===== src/rtl/pipe_ctrl_pkg.sv =====
// rtl/pipe_ctrl_pkg.sv - shared types and constants for the pipeline hazard controller
package pipe_ctrl_pkg;

    localparam int REG_ADDR_W = 5;

    typedef enum logic [1:0] {
        AXI_IDLE      = 2'd0,
        AXI_IM_WAIT   = 2'd1,
        AXI_DM_WAIT   = 2'd2,
        AXI_BOTH_WAIT = 2'd3
    } axi_wait_e;

endpackage


===== src/rtl/pipe_hazard_ctrl_if.sv =====
// rtl/pipe_hazard_ctrl_if.sv - hazard controller bus; PIPE_STALL_CNT_EN adds the stall counters
interface pipe_hazard_ctrl_if;
    import pipe_ctrl_pkg::*;

    // memory handshakes
    logic                  im_req;
    logic                  im_done;
    logic                  dm_req;
    logic                  dm_done;
    // EX stage
    logic                  E_jb;
    logic                  E_is_load;
    logic [REG_ADDR_W-1:0] E_rd;
    // ID stage
    logic [REG_ADDR_W-1:0] D_rs1;
    logic [REG_ADDR_W-1:0] D_rs2;
    logic                  D_rs1_used;
    logic                  D_rs2_used;
    // controls back to the pipeline
    logic                  stall_CPU;
    logic                  stall_AXI;
    logic                  jb;
    logic                  pc_we;
    logic                  E_bubble;
`ifdef PIPE_STALL_CNT_EN
    logic [31:0]           stall_cnt;
    logic [31:0]           lu_cnt;

    modport master (
        output im_req, im_done, dm_req, dm_done,
        output E_jb, E_is_load, E_rd, D_rs1, D_rs2, D_rs1_used, D_rs2_used,
        input  stall_CPU, stall_AXI, jb, pc_we, E_bubble, stall_cnt, lu_cnt
    );
    modport slave (
        input  im_req, im_done, dm_req, dm_done,
        input  E_jb, E_is_load, E_rd, D_rs1, D_rs2, D_rs1_used, D_rs2_used,
        output stall_CPU, stall_AXI, jb, pc_we, E_bubble, stall_cnt, lu_cnt
    );
`else
    modport master (
        output im_req, im_done, dm_req, dm_done,
        output E_jb, E_is_load, E_rd, D_rs1, D_rs2, D_rs1_used, D_rs2_used,
        input  stall_CPU, stall_AXI, jb, pc_we, E_bubble
    );
    modport slave (
        input  im_req, im_done, dm_req, dm_done,
        input  E_jb, E_is_load, E_rd, D_rs1, D_rs2, D_rs1_used, D_rs2_used,
        output stall_CPU, stall_AXI, jb, pc_we, E_bubble
    );
`endif

endinterface


===== src/rtl/pipe_hazard_ctrl_load_use_det.sv =====
// rtl/pipe_hazard_ctrl_load_use_det.sv - combinational load-use hazard detector
module load_use_det
    import pipe_ctrl_pkg::*;
(
    input  logic                  e_is_load_i,
    input  logic [REG_ADDR_W-1:0] e_rd_i,
    input  logic [REG_ADDR_W-1:0] d_rs1_i,
    input  logic [REG_ADDR_W-1:0] d_rs2_i,
    input  logic                  d_rs1_used_i,
    input  logic                  d_rs2_used_i,
    output logic                  hazard_o
);

    logic rs1_hit;
    logic rs2_hit;

    // x0 is hardwired to zero, so a load targeting it never creates a dependency
    always_comb begin
        rs1_hit  = d_rs1_used_i && (d_rs1_i == e_rd_i);
        rs2_hit  = d_rs2_used_i && (d_rs2_i == e_rd_i);
        hazard_o = e_is_load_i && (e_rd_i != '0) && (rs1_hit || rs2_hit);
    end

endmodule


===== src/rtl/pipe_hazard_ctrl.sv =====
// rtl/pipe_hazard_ctrl.sv - memory-wait FSM, deferred branch flush and load-use stall; PIPE_STALL_CNT_EN adds counters
module pipe_hazard_ctrl
    import pipe_ctrl_pkg::*;
(
    input  logic               clk,
    input  logic               rst,
    pipe_hazard_ctrl_if.slave  bus
);

    axi_wait_e state_q, state_d;
    logic      jb_pend_q, jb_pend_d;
    logic      im_wait;
    logic      dm_wait;
    logic      stall_axi;
    logic      lu_hazard;
    logic      jb_fire;
    logic      stall_cpu;

    load_use_det u_load_use_det (
        .e_is_load_i  (bus.E_is_load),
        .e_rd_i       (bus.E_rd),
        .d_rs1_i      (bus.D_rs1),
        .d_rs2_i      (bus.D_rs2),
        .d_rs1_used_i (bus.D_rs1_used),
        .d_rs2_used_i (bus.D_rs2_used),
        .hazard_o     (lu_hazard)
    );

    // A request completing in its own cycle costs nothing; only the rest open a wait
    always_comb begin
        im_wait = bus.im_req && !bus.im_done;
        dm_wait = bus.dm_req && !bus.dm_done;
    end

    // Wait-state transitions; new requests are only accepted from IDLE, stray dones are ignored
    always_comb begin
        state_d = state_q;
        case (state_q)
            AXI_IDLE: begin
                if (im_wait && dm_wait) state_d = AXI_BOTH_WAIT;
                else if (im_wait)       state_d = AXI_IM_WAIT;
                else if (dm_wait)       state_d = AXI_DM_WAIT;
            end
            AXI_IM_WAIT: begin
                if (bus.im_done) state_d = AXI_IDLE;
            end
            AXI_DM_WAIT: begin
                if (bus.dm_done) state_d = AXI_IDLE;
            end
            AXI_BOTH_WAIT: begin
                case ({bus.im_done, bus.dm_done})
                    2'b10:   state_d = AXI_DM_WAIT;
                    2'b01:   state_d = AXI_IM_WAIT;
                    2'b11:   state_d = AXI_IDLE;
                    default: state_d = AXI_BOTH_WAIT;
                endcase
            end
            default: state_d = AXI_IDLE;
        endcase
    end

    // Stall, flush and PC control; a branch seen during a memory stall is held until release
    always_comb begin
        stall_axi = (state_q != AXI_IDLE) || im_wait || dm_wait;
        jb_fire   = !stall_axi && (bus.E_jb || jb_pend_q);
        stall_cpu = lu_hazard && !jb_fire;
        jb_pend_d = jb_pend_q;
        if (stall_axi && bus.E_jb) jb_pend_d = 1'b1;
        else if (jb_fire)          jb_pend_d = 1'b0;
    end

    assign bus.stall_AXI = stall_axi;
    assign bus.stall_CPU = stall_cpu;
    assign bus.jb        = jb_fire;
    assign bus.pc_we     = !(stall_cpu || stall_axi) || jb_fire;
    assign bus.E_bubble  = stall_cpu && !stall_axi;

    // FSM and pending-flush registers
    always_ff @(posedge clk) begin
        if (rst) begin
            state_q   <= AXI_IDLE;
            jb_pend_q <= 1'b0;
        end else begin
            state_q   <= state_d;
            jb_pend_q <= jb_pend_d;
        end
    end

`ifdef PIPE_STALL_CNT_EN
    logic [31:0] stall_cnt_q, stall_cnt_d;
    logic [31:0] lu_cnt_q, lu_cnt_d;

    // Free-running stall statistics; natural 32-bit wrap
    always_comb begin
        stall_cnt_d = stall_cnt_q + {31'd0, stall_axi};
        lu_cnt_d    = lu_cnt_q + {31'd0, stall_cpu};
    end

    // Counter registers
    always_ff @(posedge clk) begin
        if (rst) begin
            stall_cnt_q <= '0;
            lu_cnt_q    <= '0;
        end else begin
            stall_cnt_q <= stall_cnt_d;
            lu_cnt_q    <= lu_cnt_d;
        end
    end

    assign bus.stall_cnt = stall_cnt_q;
    assign bus.lu_cnt    = lu_cnt_q;
`endif

endmodule

===== src/flat_wrapper.sv =====
// flat-port wrapper written by rule: the top's interface ports become plain ports
module pipe_hazard_ctrl_flat import pipe_ctrl_pkg::*;
  (clk, rst, bus_im_req, bus_im_done, bus_dm_req, bus_dm_done, bus_E_jb, bus_E_is_load, bus_E_rd, bus_D_rs1, bus_D_rs2, bus_D_rs1_used, bus_D_rs2_used, bus_stall_CPU, bus_stall_AXI, bus_jb, bus_pc_we, bus_E_bubble);
  pipe_hazard_ctrl_if bus_i ();
  input  logic clk;
  input  logic rst;
  input wire logic [$bits(bus_i.im_req)-1:0] bus_im_req;
  input wire logic [$bits(bus_i.im_done)-1:0] bus_im_done;
  input wire logic [$bits(bus_i.dm_req)-1:0] bus_dm_req;
  input wire logic [$bits(bus_i.dm_done)-1:0] bus_dm_done;
  input wire logic [$bits(bus_i.E_jb)-1:0] bus_E_jb;
  input wire logic [$bits(bus_i.E_is_load)-1:0] bus_E_is_load;
  input wire logic [$bits(bus_i.E_rd)-1:0] bus_E_rd;
  input wire logic [$bits(bus_i.D_rs1)-1:0] bus_D_rs1;
  input wire logic [$bits(bus_i.D_rs2)-1:0] bus_D_rs2;
  input wire logic [$bits(bus_i.D_rs1_used)-1:0] bus_D_rs1_used;
  input wire logic [$bits(bus_i.D_rs2_used)-1:0] bus_D_rs2_used;
  output wire logic [$bits(bus_i.stall_CPU)-1:0] bus_stall_CPU;
  output wire logic [$bits(bus_i.stall_AXI)-1:0] bus_stall_AXI;
  output wire logic [$bits(bus_i.jb)-1:0] bus_jb;
  output wire logic [$bits(bus_i.pc_we)-1:0] bus_pc_we;
  output wire logic [$bits(bus_i.E_bubble)-1:0] bus_E_bubble;
  assign bus_i.im_req = bus_im_req;
  assign bus_i.im_done = bus_im_done;
  assign bus_i.dm_req = bus_dm_req;
  assign bus_i.dm_done = bus_dm_done;
  assign bus_i.E_jb = bus_E_jb;
  assign bus_i.E_is_load = bus_E_is_load;
  assign bus_i.E_rd = bus_E_rd;
  assign bus_i.D_rs1 = bus_D_rs1;
  assign bus_i.D_rs2 = bus_D_rs2;
  assign bus_i.D_rs1_used = bus_D_rs1_used;
  assign bus_i.D_rs2_used = bus_D_rs2_used;
  assign bus_stall_CPU = bus_i.stall_CPU;
  assign bus_stall_AXI = bus_i.stall_AXI;
  assign bus_jb = bus_i.jb;
  assign bus_pc_we = bus_i.pc_we;
  assign bus_E_bubble = bus_i.E_bubble;
  pipe_hazard_ctrl u_core (.clk(clk), .rst(rst), .bus(bus_i));
endmodule

===== config.mk =====
export PLATFORM = sky130hd
export DESIGN_NAME = pipe_hazard_ctrl_flat
export DESIGN_NICKNAME = d
export VERILOG_FILES = /design/src/rtl/pipe_ctrl_pkg.sv /design/src/rtl/pipe_hazard_ctrl_if.sv /design/src/rtl/pipe_hazard_ctrl_load_use_det.sv /design/src/rtl/pipe_hazard_ctrl.sv /design/src/flat_wrapper.sv
export SDC_FILE = /design/constraint.sdc
export NUM_CORES = 1
export LEC_CHECK = 0
export BUFFER_PORTS_ARGS = -buffer_cell sky130_fd_sc_hd__buf_4
export CORE_AREA = 5 5 42 44
export DETAILED_ROUTE_END_ITERATION = 10
export DIE_AREA = 0 0 47 49
export GPL_TIMING_DRIVEN = 0
export PLACE_DENSITY_LB_ADDON = 0.25
export RECOVER_POWER = 25
export SLEW_MARGIN = 10
export SYNTH_ARGS = -nofsm -noshare
export SYNTH_HDL_FRONTEND = slang
export SYNTH_SLANG_ARGS = --single-unit

===== constraint.sdc =====
create_clock -name clk -period 1.25 [get_ports clk]
set_clock_uncertainty 0.1 [all_clocks]
set_input_delay 0.125 -clock clk [delete_from_list [all_inputs] [get_ports clk]]
set_output_delay 0.125 -clock clk [all_outputs]
set_load 0.1 [all_outputs]

; Word-level counts from Yosys, hierarchy flattened
; Cells that the tools add are included.
[op_classes]
n_eq_ne = 11
n_reduce_logical = 27
mux = 9
[ops]
columns = cell, n
row1 = 1-bit logical AND, 11
row2 = 5-bit equality test, 2
row3 = 2-bit two-way mux, 5
row4 = "2-bit equality test, second input constant", 4
row5 = 2-bit case mux with 4 select lines, 1
row6 = 1-bit logical OR, 6
row7 = 2-bit case mux with 3 select lines, 1
row8 = 1-bit logical NOT, 5
row9 = 5-bit nonzero test, 1
row10 = "2-bit by 1-bit equality test with 1-bit output, second input constant", 2
row11 = "2-bit inequality test, second input constant", 2
row12 = "4-bit by 1-bit inequality test with 1-bit output, second input constant", 1
row13 = 2-bit nonzero test, 2
row14 = 3-bit AND reduction, 1
row15 = 2-bit logical NOT, 1
row16 = 1-bit two-way mux, 2
[word_totals]
output_inout_bits = 5
input_bits = 25
wordCells = 49
regBits = 3

; Logic depth before layout (Yosys ltp)
; Gate-level depths: netlist of run 1.
[logic_depth]
depth_word = 11
ltp_mapped = 4

; By module
; A second synthesis of run 1 with hierarchy kept.
[unflattened]
cells_unflattened = 39
hier_area_um2 = 326.6
[by_module_without_submodules]
columns = mod, area_per_inst_um2, n_inst, cells_each
row1 = pipe_hazard_ctrl, 192.7, 1, 22
row2 = load_use_det, 133.9, 1, 17

; Least setup slack after synthesis of run 1
; OpenSTA, ideal clock, no wires.
[synth_timing]
path_type = input-to-output
startpoint = input port bus_dm_req
endpoint = output port bus_E_bubble
path_slack_ns = -2.652
arrival_time_ns = 3.677
required_ns = 1.025
path_stages = 4
path_cell_list = inv_1 o2111ai_2 o21ai_0 nor3b_1
[synth_between]
elab_chain_cells = 7
[synth_rtl]
columns = item, line
row1 = start: declaration, flat_wrapper.sv:9  ; input wire logic [$bits(bus_i.dm_req)-1:0] bus_dm_req;
row2 = 1-bit logical AND *, pipe_hazard_ctrl.sv:32  ; dm_wait = bus.dm_req && !bus.dm_done;
row3 = 1-bit logical OR *, pipe_hazard_ctrl.sv:64  ; stall_axi = (state_q != AXI_IDLE) || im_wait || dm_wait;
row4 = named net bus_stall_AXI, flat_wrapper.sv:19  ; output wire logic [$bits(bus_i.stall_AXI)-1:0] bus_stall_AXI;
row5 = 1-bit logical NOT *, "pipe_hazard_ctrl.sv:65, pipe_hazard_ctrl.sv:76"
row6 = 1-bit logical AND, pipe_hazard_ctrl.sv:65  ; jb_fire = !stall_axi && (bus.E_jb || jb_pend_q);
row7 = 1-bit logical NOT, pipe_hazard_ctrl.sv:66  ; stall_cpu = lu_hazard && !jb_fire;
row8 = 1-bit logical AND, pipe_hazard_ctrl.sv:66
row9 = 1-bit logical AND *, pipe_hazard_ctrl.sv:76  ; assign bus.E_bubble = stall_cpu && !stall_axi;
row10 = end: declaration, flat_wrapper.sv:22  ; output wire logic [$bits(bus_i.E_bubble)-1:0] bus_E_bubble;
; Mark *: on every way through the listed nets, which the timed path passes. The rest lies on a longest branch.

; Final worst setup path of run 1
[layout_timing]
startpoint = input port bus_E_rd[4]
endpoint = output port bus_pc_we
[layout_between]
elab_chain_cells = 8
[layout_rtl]
columns = item, line
row1 = start: declaration, flat_wrapper.sv:13  ; input wire logic [$bits(bus_i.E_rd)-1:0] bus_E_rd;
row2 = 5-bit equality test (on tied branches), "pipe_hazard_ctrl_load_use_det.sv:19, pipe_hazard_ctrl_load_use_det.sv:20"
row3 = 1-bit logical AND (on tied branches), "pipe_hazard_ctrl_load_use_det.sv:19, pipe_hazard_ctrl_load_use_det.sv:20"
row4 = 1-bit logical OR, pipe_hazard_ctrl_load_use_det.sv:21  ; hazard_o = e_is_load_i && (e_rd_i != '0) && (rs1_hit || rs2_hit);
row5 = 1-bit logical AND *, pipe_hazard_ctrl_load_use_det.sv:21
row6 = 1-bit logical AND *, pipe_hazard_ctrl.sv:66
row7 = 1-bit logical OR *, pipe_hazard_ctrl.sv:75  ; assign bus.pc_we = !(stall_cpu || stall_axi) || jb_fire;
row8 = 1-bit logical NOT *, pipe_hazard_ctrl.sv:75
row9 = 1-bit logical OR *, pipe_hazard_ctrl.sv:75
row10 = end: declaration, flat_wrapper.sv:21  ; output wire logic [$bits(bus_i.pc_we)-1:0] bus_pc_we;
; Mark *: on every way between the ends. The rest lies on a longest branch, timed or not.

==> run_results.csv, run 1 <==
group,metric,value,unit
run_status,status,"finished with violations",
run_status,violations,"setup timing",
global_route,grt_util_all_layers,0.1131,
setup_path,cp_max_fo,3,
synth,synth_common_cells,"xnor2_1, inv_1, dfxtp_1, nor3_1",
cts,clockBufferDepth,2,
cells_and_area,nNetsFinal,104,
global_route,antenna_found_initial,0,
route,antenna_left,0,
worst_hold_path,hold_path.class,"in2reg",
timing,final.min_clock_period,1.581,ns
power,pwr-share-clk,0.281,
floorplanning,die_h,49,um
setup_path,slowest_delay,0.52,ns
power,seqPwrFrac,0.175,
synth,yosys.area_share.simple,0.2478,
power,pwr-share-comb,0.545,
global_route,grt_pass1_wl,1869,um
timing,tightest_slew,0.3686,ns
route,dr.pass1.iters,2,
synth,synthAdderAreaFrac,0,
setup_path,crit_arrival,1.36,ns
cts,cts_sinks,3,
cts,path_clk_slew,0.04,ns
power,switching_share,0.3762,
synth,synth_area_leaders,"xnor2_1, dfxtp_1, nor3_1",
floorplanning,dieArea,0.002303,mm^2
cells_and_area,final_area,754.5,um^2
synth,synth_compound_area_frac,0.1770,
route,top_layer_used,"met3",
setup_path,startpoint_type,"input pin",
synth,yosys.area.top_type,"xnor2_1",
synth,synth_mux_area_frac,0,
setup_path,endpoint_kind,"primary output",
placement,dp.cells,82,
setup_path,cp.required,1.02,ns
synth,ys_dominant_reg_cell,"dfxtp_1",
cells_and_area,finalNonFillerCells,94,
cells_and_area,drive_above_1_share,0.6282,
setup_path,critPathSlowestCell,"or4_1",
synth,synth_top_family_by_area,"XOR/XNOR gates",
route,drt_iter0_drc,6,
placement,dp_hpwl,867.3,um
floorplanning,ioPinCount,30,
floorplanning,core-area,0.001401,mm^2
global_route,grt_max_degree,7,
timing,fin_hold_ws,0.1055,ns
setup_path,cp_cell_sequence,"buf_6 -> or4_1 -> o21a_2 -> a31oi_4 -> buf_12",
route,route.met3.wl,70,um
route,via_per_inst,4.426,
placement,numPortBuffers,29,
power,intPower,0.3785,mW
global_route,grt-ovfl-total,0,
cells_and_area,antennaDiodeCount,0,
timing,slew_viol_final,0,
route,wire_per_inst,12.37,um
synth,ys_seq_area_frac,0.2124,
synth,async_reset_ff_frac,0,
synth,synthCells,37,
synth,yosysWarnings,0,
timing,fin_ws,-0.3314,ns
power,power.density,804.3,mW/mm^2
route,wl_met1,414,um
synth,syn-num-nets,62,
cts,cts_tree,"yes",
synth,synth-seq-cells,3,
timing,rsz0062_at_grt,"yes",
timing,max_freq,632.3,MHz
route,drt-total-wl,1163,um
placement,gp_congestion,0.6974,
floorplanning,start_util,0.2018,
timing,finalSetupViolCount,5,
cts,root_buffer,"clkbuf_4",
placement,place_area,586.8,um^2
cts,cts_inserted_buffers,3,
route,drc_errors,0,
setup_path,critical_path_class,"in2out",
synth,yosys.area_share.xor_xnor,0.3097,
synth,synth_edf_count,0,
global_route,grt_pass1_vias,457,
power,ir_worst_vdd,0.3463,mV
timing,relSlewSlack,0.7542,
synth,syn_avg_cell_area,7.642,um^2
power,total_power,0.6068,mW
floorplanning,rows,14,
cts,cts_max_level,1,
synth,synth_top_area_frac,0.3097,
cts,clock_latency,0.23,ns
synth,synth_most_common_cell,"xnor2_1",
synth,ys_types,17,
timing,fin_crit_sh,1.265,
power,p_leak,0.3124,nW
floorplanning,die_x,47,um
timing,hold_viol,0,
route,dr_wl_met2,678,um
route,dr_total_vias,416,
synth,synth_area,282.8,um^2
cells_and_area,area_growth,166.8,%
power,switching_power,0.2283,mW
run,maxCapViolations,0,
per-stage QoR:
step | setup TNS [ns] | util | worst slack [ns]
2_1_floorplan | -2.975 | - | -0.8829
3_3_place_gp | -1.295 | 0.4188 | -0.4904
3_5_place_dp | -1.306 | 0.4188 | -0.4817
4_1_cts | -1.360 | 0.5250 | -0.3416
5_1_grt | -1.804 | 0.5384 | -0.3830
6_report | -1.602 | 0.5384 | -0.3314
logic make-up after synthesis:
group                     count (synthesis)
AOI/OAI and AO/OA                         7
xor gates and xnor gates                 10
buffers and inverters                     4
DFF                                       3
and+or+nand+nor                          13
placed cells by master, fill, tap and decap left out, drive strengths merged:
cell type and count:
or4 1, clkbuf 5, buf 33, nor2b 1, nor3 3, xnor2 10, nand2 2, o21a 1
nor3b 1, a31oi 1, nor2 2, o21ai 1, nand4 2, nand2b 1, inv 4, o22ai 1
dlygate4sd3 3, o2111ai 1, dfxtp 3, a21oi 2
critical path, delay by kind of cell:
| family | cells | cell delay, ns |
|---|---|---|
| AND/OR/NAND/NOR | 1 | 0.52 |
| AO/OA/AOI/OAI | 2 | 0.41 |
| buffers and inverters | 2 | 0.29 |
cell type report:
| cell class | count | area (um^2) |
|---|---|---|
| sequential | 3 | 61.31 |
| inverter | 4 | 22.52 |
| fill | 134 | 646.9 |
| timing repair buffer | 37 | 342.8 |
| clock buffer | 4 | 26.28 |
| multi-input combinational | 30 | 281.5 |
| tap | 16 | 20.02 |
registers in the layout, indices dropped and copies added, names as in the netlist:
register          count
u_core.state_q        2
u_core.jb_pend_q      1
power groups by stage:
stage | combinational (mW) | clock (mW) | sequential (mW)
after CTS | 0.320 | 0.174 | 0.105
final | 0.330 | 0.170 | 0.106
after global placement | 0.268 | 0 | 0.106
after detailed placement | 0.271 | 0 | 0.106
after floorplan | 0.173 | 0 | 0.105
after global routing | 0.348 | 0.198 | 0.107
routing by layer:
layer	GRT usage	vias up
li1	-	211
met3	0.03690	0
met2	0.1968	15
met5	0	-
met1	0.1135	190
met4	0.05530	0
final timing paths:
kind / start / to / slack, ns / depth (start not counted)
max: bus_E_rd[4] / bus_pc_we / -0.33 / 5
min: bus_E_jb / u_core.jb_pend_q$_SDFFE_PP0P_ / 0.11 / 3
max reg2reg: u_core.state_q[0]$_SDFFE_PP0P_ / u_core.jb_pend_q$_SDFFE_PP0P_ / 0.16 / 5
min reg2reg: u_core.state_q[1]$_SDFFE_PP0P_ / u_core.state_q[1]$_SDFFE_PP0P_ / 0.43 / 2
repair_timing:
| item | 4_1_cts | 5_1_grt |
|---|---|---|
| hold buffers | 3 | 0 |
| endpoints found under the setup margin | 5 | 5 |
| pin swaps | 5 | 3 |
| resized for setup | 18 | 2 |
| hold endpoints to repair | 3 | 0 |
| setup buffers | 3 | 2 |
Power figures use the tool's default switching activity.
==> run 2: changes to the inputs <==
Settings changed: CORE_AREA 5 5 42 44 to 2 2 39 41, DIE_AREA 0 0 47 49 to 0 0 41 43, PLACE_DENSITY set to 0.54, PLACE_DENSITY_LB_ADDON 0.25 to unset.
==> run_results.csv, run 2 (synthesis gave the netlist of run 1 again) <==
group,metric,value,unit
power,ir_worst_vdd,0.3231,mV
floorplanning,die_x,41,um
cts,cts_sinks,3,
cells_and_area,num-fill-cells,142,
route,antenna_left,0,
route,dr.pass1.iters,1,
timing,rsz0062_at_grt,"yes",
floorplanning,ioPinCount,30,
route,drt_iter0_drc,0,
route,wire_per_inst,10.05,um
run,maxCapViolations,0,
setup_path,crit_arrival,1.34,ns
setup_path,critical_path_class,"in2out",
placement,numPortBuffers,29,
cts,clock_latency,0.23,ns
floorplanning,start_util,0.2043,
power,power.density,794.4,mW/mm^2
placement,dp.cells,82,
timing,finalSetupViolCount,5,
setup_path,startpoint,"bus_E_rd[4]",
setup_path,cp_max_fo,3,
timing,hold_viol,0,
global_route,antenna_found_initial,0,
timing,tightest_slew,0.3594,ns
power,pwr-share-clk,0.283,
worst_hold_path,hold_start,"bus_E_jb",
timing,fin_hold_ws,0.1072,ns
cells_and_area,final_cell_mix,"buf_4, xnor2_1, buf_12",
cells_and_area,regMostFlops,"u_core.state_q",
cts,cts_max_level,1,
floorplanning,dieArea,0.001763,mm^2
timing,relSlewSlack,0.7603,
cts,clockBufferDepth,2,
power,seqPwrFrac,0.179,
worst_hold_path,hold_path.class,"in2reg",
timing,tns,-1.250,ns
setup_path,cp_cell_sequence,"buf_8 -> or4_4 -> o21a_4 -> a31oi_4 -> buf_12",
route,via_per_inst,4.451,
route,drt-total-wl,915,um
global_route,grt-ovfl-total,0,
cells_and_area,finalNonFillerCells,91,
cts,cts_tree,"yes",
setup_path,reg2reg_from,"u_core.state_q[1]$_SDFFE_PP0P_",
power,switching_power,0.2210,mW
setup_path,endpoint_kind,"primary output",
route,drc_errors,0,
power,intPower,0.3724,mW
floorplanning,rows,14,
placement,gp_congestion,0.6369,
run_status,status,"finished with violations",
global_route,grt_max_degree,7,
cells_and_area,nNetsFinal,101,
setup_path,slowest_delay,0.52,ns
setup_path,startpoint_type,"input pin",
timing,fin_crit_sh,1.249,
power,p_leak,0.3023,nW
cts,root_buffer,"clkbuf_4",
power,switching_share,0.3724,
route,dr_total_vias,405,
cells_and_area,top_regs,"u_core.state_q: 2 flops, u_core.jb_pend_q: 1 flops",
placement,dp_hpwl,670,um
cells_and_area,antennaDiodeCount,0,
cells_and_area,largest_reg_flops,2,
cts,path_clk_slew,0.03,ns
cells_and_area,drive_above_1_share,0.6400,
timing,final.min_clock_period,1.561,ns
floorplanning,core-area,0.001384,mm^2
global_route,grt_util_all_layers,0.1224,
floorplanning,die_h,43,um
cells_and_area,area_growth,164.2,%
run_status,violations,"setup timing",
timing,max_freq,640.7,MHz
power,pwr-share-comb,0.537,
cells_and_area,mostFrequentLayoutCell,"buf_4",
global_route,grt_pass1_wl,1435,um
timing,slew_viol_final,0,
setup_path,critPathSlowestCell,"or4_4",
cts,cts_inserted_buffers,3,
global_route,grt_pass1_vias,391,
timing,fin_ws,-0.3108,ns
setup_path,cp.required,1.02,ns
## run 2: critical path, delay by kind of cell
| family | cells | cell delay [ns] |
|---|---|---|
| AO/OA/AOI/OAI | 2 | 0.39 |
| buffers and inverters | 2 | 0.30 |
| AND/OR/NAND/NOR | 1 | 0.52 |
## run 2: worst paths after layout
check             slack, ns                        endpoint  depth (start not counted)
hold / removal         0.11   u_core.jb_pend_q$_SDFFE_PP0P_                          3
hold reg to reg        0.42  u_core.state_q[1]$_SDFFE_PP0P_                          2
setup / recovery      -0.31                       bus_pc_we                          5
setup reg to reg       0.15   u_core.jb_pend_q$_SDFFE_PP0P_                          5
## run 2: area by class of cell
cell class | instances | area [um^2] | area share
clock buffer | 4 | 26.28 | 0.03518
multi-input combinational | 30 | 291.5 | 0.3903
tap | 16 | 20.02 | 0.02680
timing repair buffer | 34 | 324.1 | 0.4338
sequential | 3 | 62.56 | 0.08375
inverter | 4 | 22.52 | 0.03015
## run 2: power groups by stage
stage / Clock [mW] / Sequential [mW] / Combinational (mW)
CTS: 0.176 / 0.106 / 0.309
finish: 0.168 / 0.106 / 0.319
global route: 0.186 / 0.107 / 0.336
detailed placement: 0 / 0.106 / 0.268
floorplan: 0 / 0.105 / 0.173
global placement: 0 / 0.106 / 0.267
## run 2: metal layers
layer	wire, um	GRT usage
met5	0	0
met4	0	0.08000
met3	87	0.03665
met2	523	0.2063
met1	304	0.1186
## run 2: per-stage QoR
| step | setup WS [ns] | instance area [um^2] | total power [mW] | utilization |
|---|---|---|---|---|
| global route | -0.3494 | 747.0 | 0.6294 | 0.5398 |
| floorplan | -0.8829 | 349.1 | 0.2783 | - |
| detailed placement | -0.4789 | 586.8 | 0.3741 | 0.4241 |
| CTS | -0.3396 | 728.2 | 0.5910 | 0.5262 |
| global placement | -0.4891 | 586.8 | 0.3729 | 0.4241 |
| finish | -0.3108 | 747.0 | 0.5934 | 0.5398 |
## run 2: repair_timing
| item | 4_1_cts | 5_1_grt |
|---|---|---|
| hold endpoints to repair | 3 | 0 |
| pin swaps | 5 | 2 |
| gates resized for setup | 20 | 4 |
| hold buffers | 3 | 0 |
| buffers inserted | 1 | 1 |
| endpoints found under the setup margin | 5 | 5 |
==> run 3: changes to the inputs <==
Settings changed: REMOVE_ABC_BUFFERS set to 1.
==> run_results.csv, run 3 (synthesis gave the netlist of run 1 again) <==
group,metric,value,unit
run_status,status,"finished with violations",
run_status,violations,"setup timing",
timing,tightest_slew,0.2517,ns
timing,final.min_clock_period,1.614,ns
run,maxCapViolations,0,
global_route,antenna_found_initial,0,
route,antenna_left,0,
cells_and_area,final_area,699.4,um^2
route,dr_total_vias,400,
setup_path,r2r_slack,0.24,ns
floorplanning,start_util,0.2043,
placement,dp_slack,-0.4388,ns
setup_path,endpoint_kind,"primary output",
timing,fin_crit_sh,1.291,
power,switching_power,0.2139,mW
cts,path_clk_slew,0.03,ns
cells_and_area,final_cell_mix,"buf_4, xnor2_1, buf_6",
cts,cts_tree,"yes",
setup_path,crit_arrival,1.39,ns
global_route,grt_max_degree,5,
floorplanning,rows,14,
route,drt-total-wl,905,um
cts,root_buffer,"clkbuf_4",
cts,clock_latency,0.24,ns
power,switching_share,0.3673,
global_route,grt_pass1_wl,1483,um
cells_and_area,antennaDiodeCount,0,
placement,numPortBuffers,29,
cells_and_area,mostFrequentLayoutCell,"buf_4",
setup_path,cp_max_fo,3,
global_route,grt_pass1_vias,403,
global_route,grt_util_all_layers,0.1253,
global_route,met3_usage,0.03665,
cells_and_area,fin_util,0.5054,
floorplanning,die_h,43,um
cts,cts_max_level,1,
setup_path,reg2reg_depth,5,
timing,fin_ws,-0.3636,ns
floorplanning,die_x,41,um
cells_and_area,area_growth,147.3,%
power,intPower,0.3685,mW
timing,relSlewSlack,0.8321,
floorplanning,dieArea,0.001763,mm^2
placement,place_area,520.5,um^2
placement,dp_hpwl,729.4,um
cts,cts_inserted_buffers,3,
power,pwr-share-clk,0.299,
global_route,met2_usage,0.2000,
cts,cts_sinks,3,
worst_hold_path,hold_start,"bus_E_jb",
setup_path,reg2reg_to,"u_core.jb_pend_q$_SDFFE_PP0P_",
cells_and_area,regMostFlops,"u_core.state_q",
cells_and_area,largest_reg_flops,2,
timing,finalSetupViolCount,5,
setup_path,startpoint_type,"input pin",
global_route,met1_usage,0.1342,
cells_and_area,nNetsFinal,102,
setup_path,cp.required,1.02,ns
power,p_leak,0.2967,nW
route,drt_iter0_drc,1,
setup_path,reg2reg_from,"u_core.state_q[1]$_SDFFE_PP0P_",
timing,rsz0062_at_grt,"yes",
route,drc_errors,0,
route,wire_per_inst,9.837,um
route,dr.pass1.iters,2,
route,via_per_inst,4.348,
floorplanning,ioPinCount,30,
worst_hold_path,hold_path.class,"in2reg",
cts,clockBufferDepth,2,
global_route,top_usage_layer,"met2",
worst_hold_path,holdPathStages,3,
cells_and_area,top_regs,"u_core.state_q: 2 flops, u_core.jb_pend_q: 1 flops",
power,total_power,0.5824,mW
cells_and_area,num-fill-cells,149,
cells_and_area,drive_above_1_share,0.5921,
timing,slew_viol_final,0,
timing,hold_viol,0,
timing,max_freq,619.7,MHz
worst_hold_path,whs_endpoint,"u_core.jb_pend_q$_SDFFE_PP0P_",
power,ir_worst_vdd,0.5644,mV
power,seqPwrFrac,0.182,
floorplanning,core-area,0.001384,mm^2
global_route,grt-ovfl-total,0,
power,pwr-share-comb,0.520,
setup_path,critical_path_class,"in2out",
power,power.density,832.7,mW/mm^2
timing,fin_hold_ws,0.09213,ns
placement,gp_congestion,0.5670,
[run 3: how the worst max path moves through the flow]
| stage | from | end | slack, ns | cells after the start |
|---|---|---|---|---|
| 6_report | bus_E_rd[4] | bus_pc_we | -0.36 | 5 |
| 5_1_grt | bus_E_rd[4] | bus_pc_we | -0.39 | 5 |
| 4_1_cts | bus_E_rd[4] | bus_pc_we | -0.38 | 5 |
| 3_5_place_dp | bus_E_rd[0] | bus_pc_we | -0.44 | 5 |
| 3_3_place_gp | bus_E_rd[0] | bus_pc_we | -0.43 | 5 |
| 2_1_floorplan | bus_dm_req | bus_E_bubble | -2.65 | 4 |
[run 3: layout make-up]
class,count,area [um^2],share of cell area
clock buffer,4,26.28,0.03757
timing repair buffer,35,324.1,0.4633
tap,16,20.02,0.02862
sequential,3,61.31,0.08766
inverter,4,15.01,0.02147
multi-input combinational,30,252.7,0.3614
[run 3: what timing repair did]
action / 4_1_cts / 5_1_grt
setup endpoints to repair: 5 / 5
gates resized for setup: 22 / 5
hold endpoints to repair: 3 / 0
pin swaps: 8 / 1
setup buffers: 2 / 1
hold buffers: 3 / 0
[run 3: power groups by stage]
stage	clock network, mW	registers [mW]	logic (mW)
2_1_floorplan	0	0.105	0.143
3_3_place_gp	0	0.105	0.236
3_5_place_dp	0	0.105	0.237
4_1_cts	0.177	0.106	0.298
5_1_grt	0.199	0.106	0.322
6_report	0.174	0.106	0.303
[run 3: metrics by stage]
step,std cells,TNS (ns)
final,92,-1.190
after global routing,92,-1.437
after CTS,91,-1.185
after detailed placement,82,-1.181
after global placement,82,-1.188
after floorplan,37,-8.330
[run 3: metal layers]
| layer | vias to the layer above | routed length (um) |
|---|---|---|
| met5 | - | 0 |
| met4 | 0 | 0 |
| met3 | 0 | 111 |
| met2 | 19 | 487 |
| met1 | 172 | 306 |
| li1 | 209 | - |
[run 3: worst max-delay path, stage by stage]
cell,delay (ns)
buf_8,0.10
or4_4,0.52
o21a_1,0.22
a31oi_1,0.17
buf_6,0.25
